### config.mk
export PLATFORM = sky130hd
export DESIGN_NAME = add_cla_24
export DESIGN_NICKNAME = d
export VERILOG_FILES = /design/src/rtl/add_pkg.sv /design/src/rtl/cla_4.sv /design/src/rtl/add_cla_24.sv
export SDC_FILE = /design/constraint.sdc
export NUM_CORES = 1
export LEC_CHECK = 0
export ABC_AREA = 1
export BUFFER_PORTS_ARGS = -buffer_cell sky130_fd_sc_hd__buf_2
export CORE_AREA = 3 3 58 73
export DETAILED_ROUTE_END_ITERATION = 8
export DIE_AREA = 0 0 61 76
export PLACE_DENSITY_LB_ADDON = 0.12
export SETUP_SLACK_MARGIN = 0.5
export SYNTH_ARGS = -nofsm -noshare
export SYNTH_HDL_FRONTEND = slang
export SYNTH_SLANG_ARGS = --single-unit
### constraint.sdc
create_clock -name iClk -period 0.9 [get_ports iClk]
set_input_delay 0.045 -clock iClk [delete_from_list [all_inputs] [get_ports iClk]]
set_output_delay 0.045 -clock iClk [all_outputs]
set_load 0.03 [all_outputs]
### src/rtl/add_pkg.sv
// add_pkg: shared widths and the group-level lookahead carry (OR of flattened generate/propagate products) for add_cla_24
package add_pkg;
    localparam int ADD_W   = 24;
    localparam int CLA_GRP = 4;
    localparam int NUM_GRP = 6;
    function automatic logic lookahead(
        input logic [NUM_GRP-1:0] g,
        input logic [NUM_GRP-1:0] p,
        input logic               cin,
        input int                 n
    );
        logic c;
        logic t;
        c = 1'b0;
        for (int k = -1; k < n; k++) begin
            t = (k < 0) ? cin : g[k];
            for (int m = k + 1; m < n; m++) t = t & p[m];
            c = c | t;
        end
        return c;
    endfunction
endpackage

### src/rtl/cla_4.sv
// cla_4: 4-bit lookahead slice; ports a, b, cin -> sum s, group generate g, group propagate p
module cla_4 (
    input  logic [3:0] a,
    input  logic [3:0] b,
    input  logic       cin,
    output logic [3:0] s,
    output logic       g,
    output logic       p
);
    logic [3:0] gb;
    logic [3:0] pb;
    logic [3:0] c;
    assign gb = a & b;
    assign pb = a ^ b;
    assign c[0] = cin;
    assign c[1] = gb[0] | (pb[0] & cin);
    assign c[2] = gb[1] | (pb[1] & gb[0]) | (pb[1] & pb[0] & cin);
    assign c[3] = gb[2] | (pb[2] & gb[1]) | (pb[2] & pb[1] & gb[0]) | (pb[2] & pb[1] & pb[0] & cin);
    assign s = pb ^ c;
    assign g = gb[3] | (pb[3] & gb[2]) | (pb[3] & pb[2] & gb[1]) | (pb[3] & pb[2] & pb[1] & gb[0]);
    assign p = &pb;
endmodule

### src/rtl/add_cla_24.sv
// add_cla_24: registered 24-bit two-level CLA; iClk, iRst(async high), iA, iB, iC -> oS, oG, oP, oC one cycle later
module add_cla_24
    import add_pkg::*;
(
    input  logic             iClk,
    input  logic             iRst,
    input  logic [ADD_W-1:0] iA,
    input  logic [ADD_W-1:0] iB,
    input  logic             iC,
    output logic [ADD_W-1:0] oS,
    output logic             oG,
    output logic             oP,
    output logic             oC
);
    logic [NUM_GRP-1:0] grp_g;
    logic [NUM_GRP-1:0] grp_p;
    logic [NUM_GRP-1:0] grp_c;
    logic [ADD_W-1:0]   sum;
    logic               word_g;
    logic               word_p;
    genvar j;
    generate
        for (j = 0; j < NUM_GRP; j++) begin : g_grp
            assign grp_c[j] = lookahead(grp_g, grp_p, iC, j);
            cla_4 u_cla (
                .a   (iA[j*CLA_GRP +: CLA_GRP]),
                .b   (iB[j*CLA_GRP +: CLA_GRP]),
                .cin (grp_c[j]),
                .s   (sum[j*CLA_GRP +: CLA_GRP]),
                .g   (grp_g[j]),
                .p   (grp_p[j])
            );
        end
    endgenerate
    assign word_g = lookahead(grp_g, grp_p, 1'b0, NUM_GRP);
    assign word_p = &grp_p;
    always_ff @(posedge iClk or posedge iRst) begin
        if (iRst) begin
            oS <= '0;
            oG <= 1'b0;
            oP <= 1'b0;
            oC <= 1'b0;
        end else begin
            oS <= sum;
            oG <= word_g;
            oP <= word_p;
            oC <= word_g | (word_p & iC);
        end
    end
endmodule

==> impl_metrics.py, run 1 <==
metrics = {
    "status": {
        "outcome": "did not finish",
        "haltStage": "5_1_grt",
        "error": "[ERROR DPL-0038] Utilization greater than 100%, impossible to legalize",
    },
    "place": {
        "place_congestion": 0.7916,
        "hpwlAfterDp_mm": 3.850,
        "io_buffers": 77,
        "place_area_um2": 2878,
    },
    "synthesis": {
        "synth_edf_count": 0,
        "synth_top_cell_by_area": "dfrtp_1",
        "ys.flop_type": "dfrtp_1",
        "synthCells": 191,
        "yosysTopAreaCellShare_pct": 37.45,
        "async_flop_share_pct": 100.0,
        "ys_top_cells_by_area": "dfrtp_1, ha_1, nand2_1",
        "synth.most_common_cell": "nand2_1",
        "ys_types": 24,
        "synth_seq_cells": 27,
        "synth.cell_area_um2": 1804,
        "synth.net_count": 272,
        "syn_area_per_cell_um2": 9.446,
        "yosys-top-cells-count": "nand2_1, dfrtp_1, inv_1, ha_1, a21oi_1",
        "synth_seq_area_share_pct": 37.45,
        "yosys_warnings": 0,
    },
    "floorplanning": {
        "die_y_um": 76,
        "pin_count": 78,
        "die_w_um": 61,
        "rows": 24,
        "initial_core_util_pct": 50.49,
    },
    "timing": {
        "crit_endpoint": "oS[12]$_DFF_PP0_/D",
        "worst-ep-kind": "register input",
    },
    "clocking": {
        "clk_path_buf_depth": 2,
        "cts_sinks": 27,
        "cts-root-buf": "clkbuf_8",
        "cts_buffers": 3,
        "h-tree-depth": 1,
    },
    "grt": {
        "grt_max_degree": 28,
    },
}
## logic make-up after synthesis
logic type | Yosys count | share of synthesized area, %
flip-flops | 27 | 37.45
AO/OA/AOI/OAI | 27 | 8.808
XOR/XNOR | 15 | 7.281
AND/OR/NAND/NOR | 64 | 17.34
adder cells (fa/ha/maj) | 30 | 23.30
buffers and inverters | 28 | 5.825
## timing repair
| item | 4_1_cts |
|---|---|
| buffers inserted | 12 |
| endpoints found under the setup margin | 54 |
| resized for setup | 99 |
| hold endpoints to repair | 27 |
| pin swaps | 28 |
## per-stage QoR
stage | setup slack (ns) | std cells | hold slack (ns) | utilization (%) | TNS [ns]
2_1_floorplan | -0.6266 | 191 | -0.05900 | - | -8.078
3_3_place_gp | -0.8762 | 350 | 0.1459 | 80.53 | -15.45
3_5_place_dp | -0.9576 | 350 | 0.1511 | 80.53 | -16.90
4_1_cts | -0.5891 | 366 | -0.1587 | 94.64 | -10.01
==> inputs of run 2 (changes only) <==
Settings changed: CORE_AREA 3 3 58 73 to 3 3 72 74, DIE_AREA 0 0 61 76 to 0 0 75 77, PLACE_DENSITY_LB_ADDON 0.12 to 0.15, SETUP_SLACK_MARGIN 0.5 to default.
==> impl_metrics.py, run 2 <==
metrics = {
    "status": {
        "outcome": "finished with violations",
        "violations": "setup timing",
    },
    "setup_path": {
        "critPathKind": "input pin to flop",
        "worstPathArrival_ns": 1.67,
        "worstPathRequired_ns": 1.07,
        "worst_setup_path_end_kind": "flop",
        "worstSetupStartpointType": "input pin",
        "path_max_fanout": 4,
    },
    "power": {
        "p_per_area_nw_per_um2": 1385,
        "power.leakage_nw": 1.691,
        "internal-power_w": 0.002907,
        "ir_drop_v": 0.0008787,
        "p_seq_share_pct": 32.3,
        "p_sw_w": 0.001807,
        "comb_power_share_pct": 52.6,
        "p_clk_share_pct": 15.1,
        "power.share.switching_pct": 38.33,
    },
    "synthesis": {
        "ys_types": 24,
        "yosys_warnings": 0,
        "yosys-top-cells-count": "nand2_1, dfrtp_1, inv_1, ha_1, a21oi_1",
        "ys.flop_type": "dfrtp_1",
        "async_flop_share_pct": 100.0,
        "synth_edf_count": 0,
        "synth_seq_area_share_pct": 37.45,
        "syn_area_per_cell_um2": 9.446,
        "yosysTopAreaCellShare_pct": 37.45,
        "synth_top_cell_by_area": "dfrtp_1",
        "synth.net_count": 272,
        "synth_seq_cells": 27,
        "synthCells": 191,
        "synth.cell_area_um2": 1804,
        "synth.most_common_cell": "nand2_1",
        "ys_top_cells_by_area": "dfrtp_1, ha_1, nand2_1",
    },
    "timing": {
        "max_freq_mhz": 667.4,
        "hold_ws_ns": 0.1402,
        "hold_violations": 0,
        "timing.slew.headroom_pct": 80.55,
        "drv_slew": 0,
        "grt_setup_unrepaired": "yes",
        "setup_viol": 23,
        "min_period_ns": 1.498,
        "setup_slack_ns": -0.5982,
        "worst_pin_slew_ns": 0.2890,
        "finalCritPeriodShare_pct": 166.5,
    },
    "place": {
        "io_buffers": 77,
        "hpwlAfterDp_mm": 3.836,
        "place_area_um2": 2923,
        "place_congestion": 0.7255,
    },
    "grt": {
        "first_global_vias": 1984,
        "grt_max_degree": 28,
        "antenna_found_initial": 0,
        "grt_pass1_wl_mm": 8.169,
        "grt.overflow.total": 0,
        "grt_usage_pct": 17.69,
    },
    "finish": {
        "syn_to_final_growth_pct": 88.63,
        "top_register": "oS",
        "drive_gt1_share_pct": 66.16,
        "largest_reg_flops": 24,
        "layout.nets": 413,
        "fin_area_um2": 3403,
        "antenna_cells": 0,
        "layout_common_cells": "buf_4, buf_2, dfrtp_1",
        "final_common_cell": "buf_4",
    },
    "floorplanning": {
        "die_y_um": 77,
        "initial_core_util_pct": 38.71,
        "pin_count": 78,
        "dieArea_um2": 5775,
        "die_w_um": 75,
        "core_um2": 4661,
        "rows": 25,
    },
    "detailed_routing": {
        "vias": 1817,
        "vias_per_cell": 4.719,
        "firstDrtPassIters": 4,
        "routed_wl_mm": 4.896,
        "drc": 0,
        "wl_per_cell_um": 12.72,
        "antenna_left": 0,
        "drtIter0Drc": 48,
    },
    "hold_path": {
        "hold_path_class": "input pin to flop",
        "holdPathStages": 3,
    },
    "run": {
        "maxCapViolations": 0,
    },
    "clocking": {
        "clkSlewWorstSetupHoldPaths_ns": 0.10,
        "cts-root-buf": "clkbuf_8",
        "cts_sinks": 27,
        "clk_path_buf_depth": 2,
        "cts_buffers": 3,
        "h-tree-depth": 1,
        "cts_tree": "built",
    },
}
run 2: layout make-up:
type / count / area [um^2]
clock buffers: 4 / 45.04
fillers: 366 / 1257
inverters: 28 / 107.6
multi-input cells: 136 / 1496
flip-flops and latches: 27 / 675.6
well taps: 54 / 67.56
repair buffers: 136 / 1011
run 2: kinds of logic after synthesis:
| kind of cell | Yosys count | share of synthesized area, % |
|---|---|---|
| and+or+nand+nor | 64 | 17.34 |
| adders and majority gates | 30 | 23.30 |
| buffers and inverters | 28 | 5.825 |
| AOI/OAI and AO/OA | 27 | 8.808 |
| DFF | 27 | 37.45 |
| xor gates and xnor gates | 15 | 7.281 |
run 2: worst paths after layout:
check / end / startpoint / slack, ns
hold / removal: oS[16] / iB[16] / 0.14
setup / recovery: oS[21] / iA[11] / -0.60
max in group asynchronous: oG / iRst / 0.40
min in group asynchronous: oS[6] / iRst / 0.34
run 2: per-layer routing:
metal | vias to the layer above | track usage [%] | wire length [um]
li1 | 898 | - | -
met1 | 876 | 18.01 | 1693
met2 | 39 | 36.32 | 2948
met3 | 4 | 2.752 | 220
met4 | 0 | 2.313 | 33
met5 | - | 0 | 0
run 2: power groups by stage:
stage / registers [W] / clock network (W) / logic [W]
finish: 0.00152 / 0.000711 / 0.00248
floorplan: 0.00203 / 0 / 0.000734
detailed placement: 0.00153 / 0 / 0.00208
global placement: 0.00153 / 0 / 0.00204
CTS: 0.00151 / 0.000719 / 0.00227
global route: 0.00155 / 0.000772 / 0.00269
run 2: critical path, stage by stage:
cell and delay [ns]:
buf_8 0.10, ha_4 0.25, a21oi_2 0.12, nand2_1 0.08, nor2_1 0.12, nand4_1 0.15, nand2_1 0.12, nand2_2 0.08
nand2_2 0.08, nand2_4 0.05, fa_2 0.33, xor2_1 0.14
run 2: metrics by stage:
stage	setup slack, ns	TNS, ns	instances	util [%]	power (W)
after floorplan	-0.6266	-8.038	191	-	0.002769
after global placement	-0.8614	-15.98	373	62.71	0.003571
after detailed placement	-0.9194	-16.83	373	62.71	0.003619
after CTS	-0.5855	-8.650	383	68.91	0.004503
after global routing	-0.7225	-10.95	385	73.02	0.005015
final	-0.5982	-8.805	385	73.02	0.004714
run 2: repair_timing:
item / in CTS / in global routing
buffers inserted: 7 / 4
endpoints found under the hold margin: 27 / 0
pin swaps: 22 / 14
hold buffers: 1 / 0
gates resized for setup: 47 / 51
setup endpoints to repair: 23 / 32
Power figures use the tool's default switching activity.
==> inputs of run 3 (changes only) <==
Settings changed: ABC_AREA 1 to default, CORE_AREA 3 3 72 74 to 3 3 73 75, DIE_AREA 0 0 75 77 to 0 0 76 78, RECOVER_POWER from default to 50.
==> impl_metrics.py, run 3 <==
metrics = {
    "setup_path": {
        "path_max_fanout": 4,
        "critical_path.slowest_cell": "fa_2",
        "critPathKind": "input pin to flop",
        "worstPathArrival_ns": 1.64,
        "critical-path-max-stage-delay_ns": 0.33,
        "worst_setup_path_end_kind": "flop",
        "path_delay_family": "adder cells",
        "worstSetupStartpointType": "input pin",
        "cp_common_cell": "a21oi_4",
        "worstPathRequired_ns": 1.07,
        "path_buf_inv": 1,
        "cp_cell_sequence": "buf_6 -> ha_4 -> a21oi_4 -> o221ai_4 -> a21oi_4 -> nand3_2 -> and2_4 -> fa_2 -> xor2_1",
    },
    "floorplanning": {
        "die_y_um": 78,
        "initial_core_util_pct": 40.32,
        "die_w_um": 76,
        "pin_count": 78,
        "dieArea_um2": 5928,
        "core_um2": 4723,
        "rows": 25,
    },
    "clocking": {
        "clk_path_buf_depth": 2,
        "cts_tree": "built",
        "cts_sinks": 27,
        "clkSlewWorstSetupHoldPaths_ns": 0.10,
        "h-tree-depth": 1,
        "cts-root-buf": "clkbuf_8",
        "cts_buffers": 3,
    },
    "timing": {
        "finalCritPeriodShare_pct": 163.1,
        "max_freq_mhz": 681.3,
        "setup_slack_ns": -0.5677,
        "drv_slew": 0,
        "setup_viol": 23,
        "fin_tns_setup_ns": -10.16,
        "hold_violations": 0,
        "timing.slew.headroom_pct": 74.03,
        "hold_ws_ns": 0.1073,
        "worst_pin_slew_ns": 0.3896,
        "min_period_ns": 1.468,
        "grt_setup_unrepaired": "yes",
    },
    "finish": {
        "drive_gt1_share_pct": 66.77,
        "final_util_pct": 73.62,
        "final_cells": 392,
        "antenna_cells": 0,
        "top_register": "oS",
        "largest_reg_flops": 24,
        "layout.nets": 407,
        "final_common_cell": "buf_4",
        "layout_common_cells": "buf_4, buf_2, dfrtp_1",
        "syn_to_final_growth_pct": 82.59,
    },
    "detailed_routing": {
        "firstDrtPassIters": 4,
        "antenna_left": 0,
        "vias": 1888,
        "drtIter0Drc": 50,
        "routed_wl_mm": 5.081,
        "drc": 0,
        "vias_per_cell": 4.816,
        "wl_per_cell_um": 12.96,
    },
    "synthesis": {
        "synth_edf_count": 0,
        "ys.flop_type": "dfrtp_1",
        "synth.most_common_cell": "dfrtp_1",
        "synth_top_cell_by_area": "dfrtp_1",
        "synth.net_count": 256,
        "synth.cell_area_um2": 1904,
        "synth_seq_cells": 27,
        "synth_seq_area_share_pct": 35.48,
        "async_flop_share_pct": 100.0,
        "yosysTopAreaCellShare_pct": 35.48,
        "yosys_warnings": 0,
        "syn_area_per_cell_um2": 10.88,
        "ys_types": 42,
        "yosys-top-cells-count": "dfrtp_1, ha_1, a21oi_1, inv_1, nand2_1",
        "synthCells": 175,
        "ys_top_cells_by_area": "dfrtp_1, ha_1, fa_1",
    },
    "status": {
        "outcome": "finished with violations",
        "violations": "setup timing",
    },
    "grt": {
        "grt_max_degree": 28,
        "grt.overflow.total": 0,
        "first_global_vias": 2031,
        "grt_pass1_wl_mm": 8.694,
        "antenna_found_initial": 0,
        "grt_usage_pct": 17.53,
    },
    "place": {
        "io_buffers": 77,
        "place_congestion": 0.8352,
        "pre_cts_slack_ns": -0.9401,
        "dp.cells": 376,
        "hpwlAfterDp_mm": 3.921,
    },
    "power": {
        "p_seq_share_pct": 31.4,
        "power.leakage_nw": 1.623,
        "internal-power_w": 0.003002,
        "p_clk_share_pct": 14.8,
        "comb_power_share_pct": 53.8,
        "power.share.switching_pct": 38.12,
        "ir_drop_v": 0.0006921,
        "p_per_area_nw_per_um2": 1395,
        "p_sw_w": 0.001849,
    },
    "run": {
        "maxCapViolations": 0,
    },
    "hold_path": {
        "hold_path_class": "input pin to flop",
    },
}
-- run 3: cell types whose count changed after synthesis, moves of 3 or more --
cell      delta
nand2_1     -23
a21o_1       +5
nand3_1      -5
o21ai_1      +3
inv_1       -16
nand4_1      +3
a21oi_2      +3
xnor2_1      +6
o21bai_1     -4
nand2_2      -5
xor2_1       -4
-- run 3: repair_timing --
action | in CTS | in global routing
pin swaps | 31 | 17
endpoints found under the setup margin | 23 | 29
gates cloned | 0 | 0
endpoints found under the hold margin | 27 | 0
hold buffers | 1 | 0
gates resized for setup | 36 | 30
setup buffers | 12 | 5
-- run 3: area by class of cell --
type | instances | area, um^2
Clock buffer | 3 | 41.29
Clock inverter | 1 | 5.005
Fill cell | 332 | 1246
Inverter | 12 | 45.04
Multi-Input combinational cell | 136 | 1567
Sequential cell | 27 | 675.6
Tap cell | 67 | 83.83
Timing Repair Buffer | 146 | 1060
-- run 3: worst min-delay path: cells and delay by family --
family	cells	cell delay (ns)
compound gates	1	0.09
buf+inv	2	0.22
-- run 3: final timing paths --
path,startpoint,end,slack (ns),cells past startpoint
min in group asynchronous,iRst,oS[1],0.41,4
hold / removal,iC,oC,0.11,3
max in group asynchronous,iRst,oS[10],0.21,4
setup / recovery,iB[3],oS[21],-0.57,9
-- run 3: kinds of logic after synthesis --
logic type,after synthesis,share of synthesized area (%)
buffers and inverters,12,2.365
adder cells (fa/ha/maj),30,22.08
flip-flops,27,35.48
XOR/XNOR,17,7.819
AO/OA/AOI/OAI,46,20.24
AND/OR/NAND/NOR,43,12.02
-- run 3: power groups by stage --
stage	Clock [W]	Combinational, W	Sequential [W]
floorplan	0	0.000897	0.00206
global placement	0	0.00225	0.00154
detailed placement	0	0.00229	0.00154
CTS	0.000733	0.00251	0.00151
global route	0.000775	0.00283	0.00154
finish	0.000718	0.00261	0.00152
-- run 3: per-layer routing --
metal | GRT usage, % | vias to the layer above | share of wire (%)
met5 | 0 | - | 0
met4 | 4.348 | 0 | 1.3
met1 | 20.73 | 889 | 41
met3 | 2.204 | 7 | 4.6
met2 | 33.51 | 61 | 53
li1 | - | 931 | -
-- run 3: metrics by stage --
stage / power (W) / cell area, um^2
final: 0.004851 / 3477
after global routing: 0.005148 / 3477
after CTS: 0.004755 / 3388
after detailed placement: 0.003825 / 3050
after global placement: 0.003791 / 3050
after floorplan: 0.002958 / 2153
==> inputs of run 4 (changes only) <==
Settings changed: REMOVE_ABC_BUFFERS from default to 1.
==> impl_metrics.py, run 4 (synthesized netlist as in run 3, its figures left out) <==
metrics = {
    "place": {
        "dp.cells": 387,
        "hpwlAfterDp_mm": 3.855,
        "io_buffers": 77,
        "pre_cts_slack_ns": -1.151,
        "place_congestion": 0.8011,
    },
    "detailed_routing": {
        "vias_per_cell": 4.711,
        "drc": 0,
        "antenna_left": 0,
        "wl_per_cell_um": 13.33,
        "routed_wl_mm": 5.347,
        "vias": 1889,
        "drtIter0Drc": 36,
        "firstDrtPassIters": 4,
    },
    "timing": {
        "max_freq_mhz": 650.5,
        "fin_tns_setup_ns": -10.67,
        "timing.slew.headroom_pct": 73.95,
        "finalCritPeriodShare_pct": 170.8,
        "worst_pin_slew_ns": 0.3908,
        "grt_setup_unrepaired": "yes",
        "min_period_ns": 1.537,
        "setup_slack_ns": -0.6373,
        "drv_slew": 0,
        "setup_viol": 23,
        "hold_violations": 0,
    },
    "power": {
        "p_sw_w": 0.001859,
        "comb_power_share_pct": 54.9,
        "p_seq_share_pct": 30.9,
        "ir_drop_v": 0.0008116,
        "internal-power_w": 0.003040,
        "p_clk_share_pct": 14.2,
        "finalPower_w": 0.004898,
        "p_per_area_nw_per_um2": 1363,
        "power.share.switching_pct": 37.95,
        "power.leakage_nw": 1.679,
    },
    "finish": {
        "final_cells": 401,
        "final_common_cell": "buf_4",
        "syn_to_final_growth_pct": 88.70,
        "layout.nets": 416,
        "top_register": "oS",
        "layout_common_cells": "buf_4, buf_2, buf_6, dfrtp_1, ha_4",
        "drive_gt1_share_pct": 68.86,
        "antenna_cells": 0,
        "final_util_pct": 76.08,
        "largest_reg_flops": 24,
        "fillers": 326,
    },
    "hold_path": {
        "hold_path_class": "input pin to flop",
        "holdPathStages": 3,
    },
    "clocking": {
        "cts_sinks": 27,
        "cts_buffers": 3,
        "h-tree-depth": 1,
        "cts-root-buf": "clkbuf_8",
        "clk_path_buf_depth": 2,
        "cts_tree": "built",
        "clkSlewWorstSetupHoldPaths_ns": 0.09,
    },
    "setup_path": {
        "startpoint": "iA[3]",
        "worstPathRequired_ns": 1.08,
        "worst_setup_path_end_kind": "flop",
        "critPathKind": "input pin to flop",
        "path_max_fanout": 4,
        "cp-endpoint": "oS[12]",
        "worstSetupStartpointType": "input pin",
        "worstPathArrival_ns": 1.71,
    },
    "floorplanning": {
        "core_um2": 4723,
        "rows": 25,
        "initial_core_util_pct": 40.32,
        "die_w_um": 76,
        "dieArea_um2": 5928,
        "pin_count": 78,
        "die_y_um": 78,
    },
    "grt": {
        "grt_usage_pct": 19.18,
        "first_global_vias": 2069,
        "grt.overflow.total": 0,
        "grt_pass1_wl_mm": 9.232,
        "antenna_found_initial": 0,
        "grt_max_degree": 28,
    },
    "status": {
        "outcome": "finished with violations",
        "violations": "setup timing",
    },
    "run": {
        "maxCapViolations": 0,
    },
}
==> run 4: cell types whose count changed in the layout (fill, tap and decap cells not counted), moves of 2 or more <==
cell / change
a211oi_4: +2
buf_2: +6
a211oi_2: -2
nor2_1: -2
buf_4: +3
==> run 4: power groups by stage <==
stage | logic [W] | registers, W | clock network, W
3_3_place_gp | 0.00212 | 0.00154 | 0
4_1_cts | 0.00258 | 0.00151 | 0.000725
3_5_place_dp | 0.00215 | 0.00153 | 0
2_1_floorplan | 0.000747 | 0.00206 | 0
6_report | 0.00269 | 0.00151 | 0.000694
5_1_grt | 0.00292 | 0.00154 | 0.000764
==> run 4: per-stage QoR <==
step           area (um^2)  hold slack (ns)
6_report              3593          0.09716
2_1_floorplan         1904          0.09772
4_1_cts               3508          0.09159
3_5_place_dp          2884           0.1338
5_1_grt               3593          0.09968
3_3_place_gp          2884           0.1269
==> run 4: final cells by class <==
type / instances / area (um^2) / share of cell area, %
inverters: 12 / 52.55 / 1.462
multi-input cells: 136 / 1609 / 44.78
flip-flops and latches: 27 / 675.6 / 18.80
clock buffers: 4 / 45.04 / 1.253
repair buffers: 155 / 1127 / 31.37
well taps: 67 / 83.83 / 2.333
==> run 4: worst min-delay path by stage <==
stage | startpoint | end
after floorplan | iRst | oC
after CTS | iB[11] | oS[11]
final | iC | oC
after global placement | iRst | oS[4]
after global routing | iC | oC
after detailed placement | iRst | oS[4]
==> run 4: metal layers <==
layer	GRT usage [%]	wire length (um)	vias up
met5	0	0	-
li1	-	-	946
met2	36.97	2908	52
met1	21.70	2146	885
met4	5.978	63	0
met3	2.784	229	6
==> run 4: critical path, cell delays in order <==
cell and delay (ns):
buf_6 0.10, ha_4 0.28, nand4_1 0.16, o221ai_4 0.22, a21oi_4 0.09, buf_6 0.14
inv_8 0.05, a21oi_4 0.05, fa_2 0.53, inv_2 0.04
==> run 4: repair_timing <==
item,in CTS,in global routing
gates cloned,0,0
buffers inserted,14,3
hold buffers,1,0
pin swaps,33,14
endpoints found under the hold margin,27,0
setup endpoints to repair,24,26
gates resized for setup,84,27
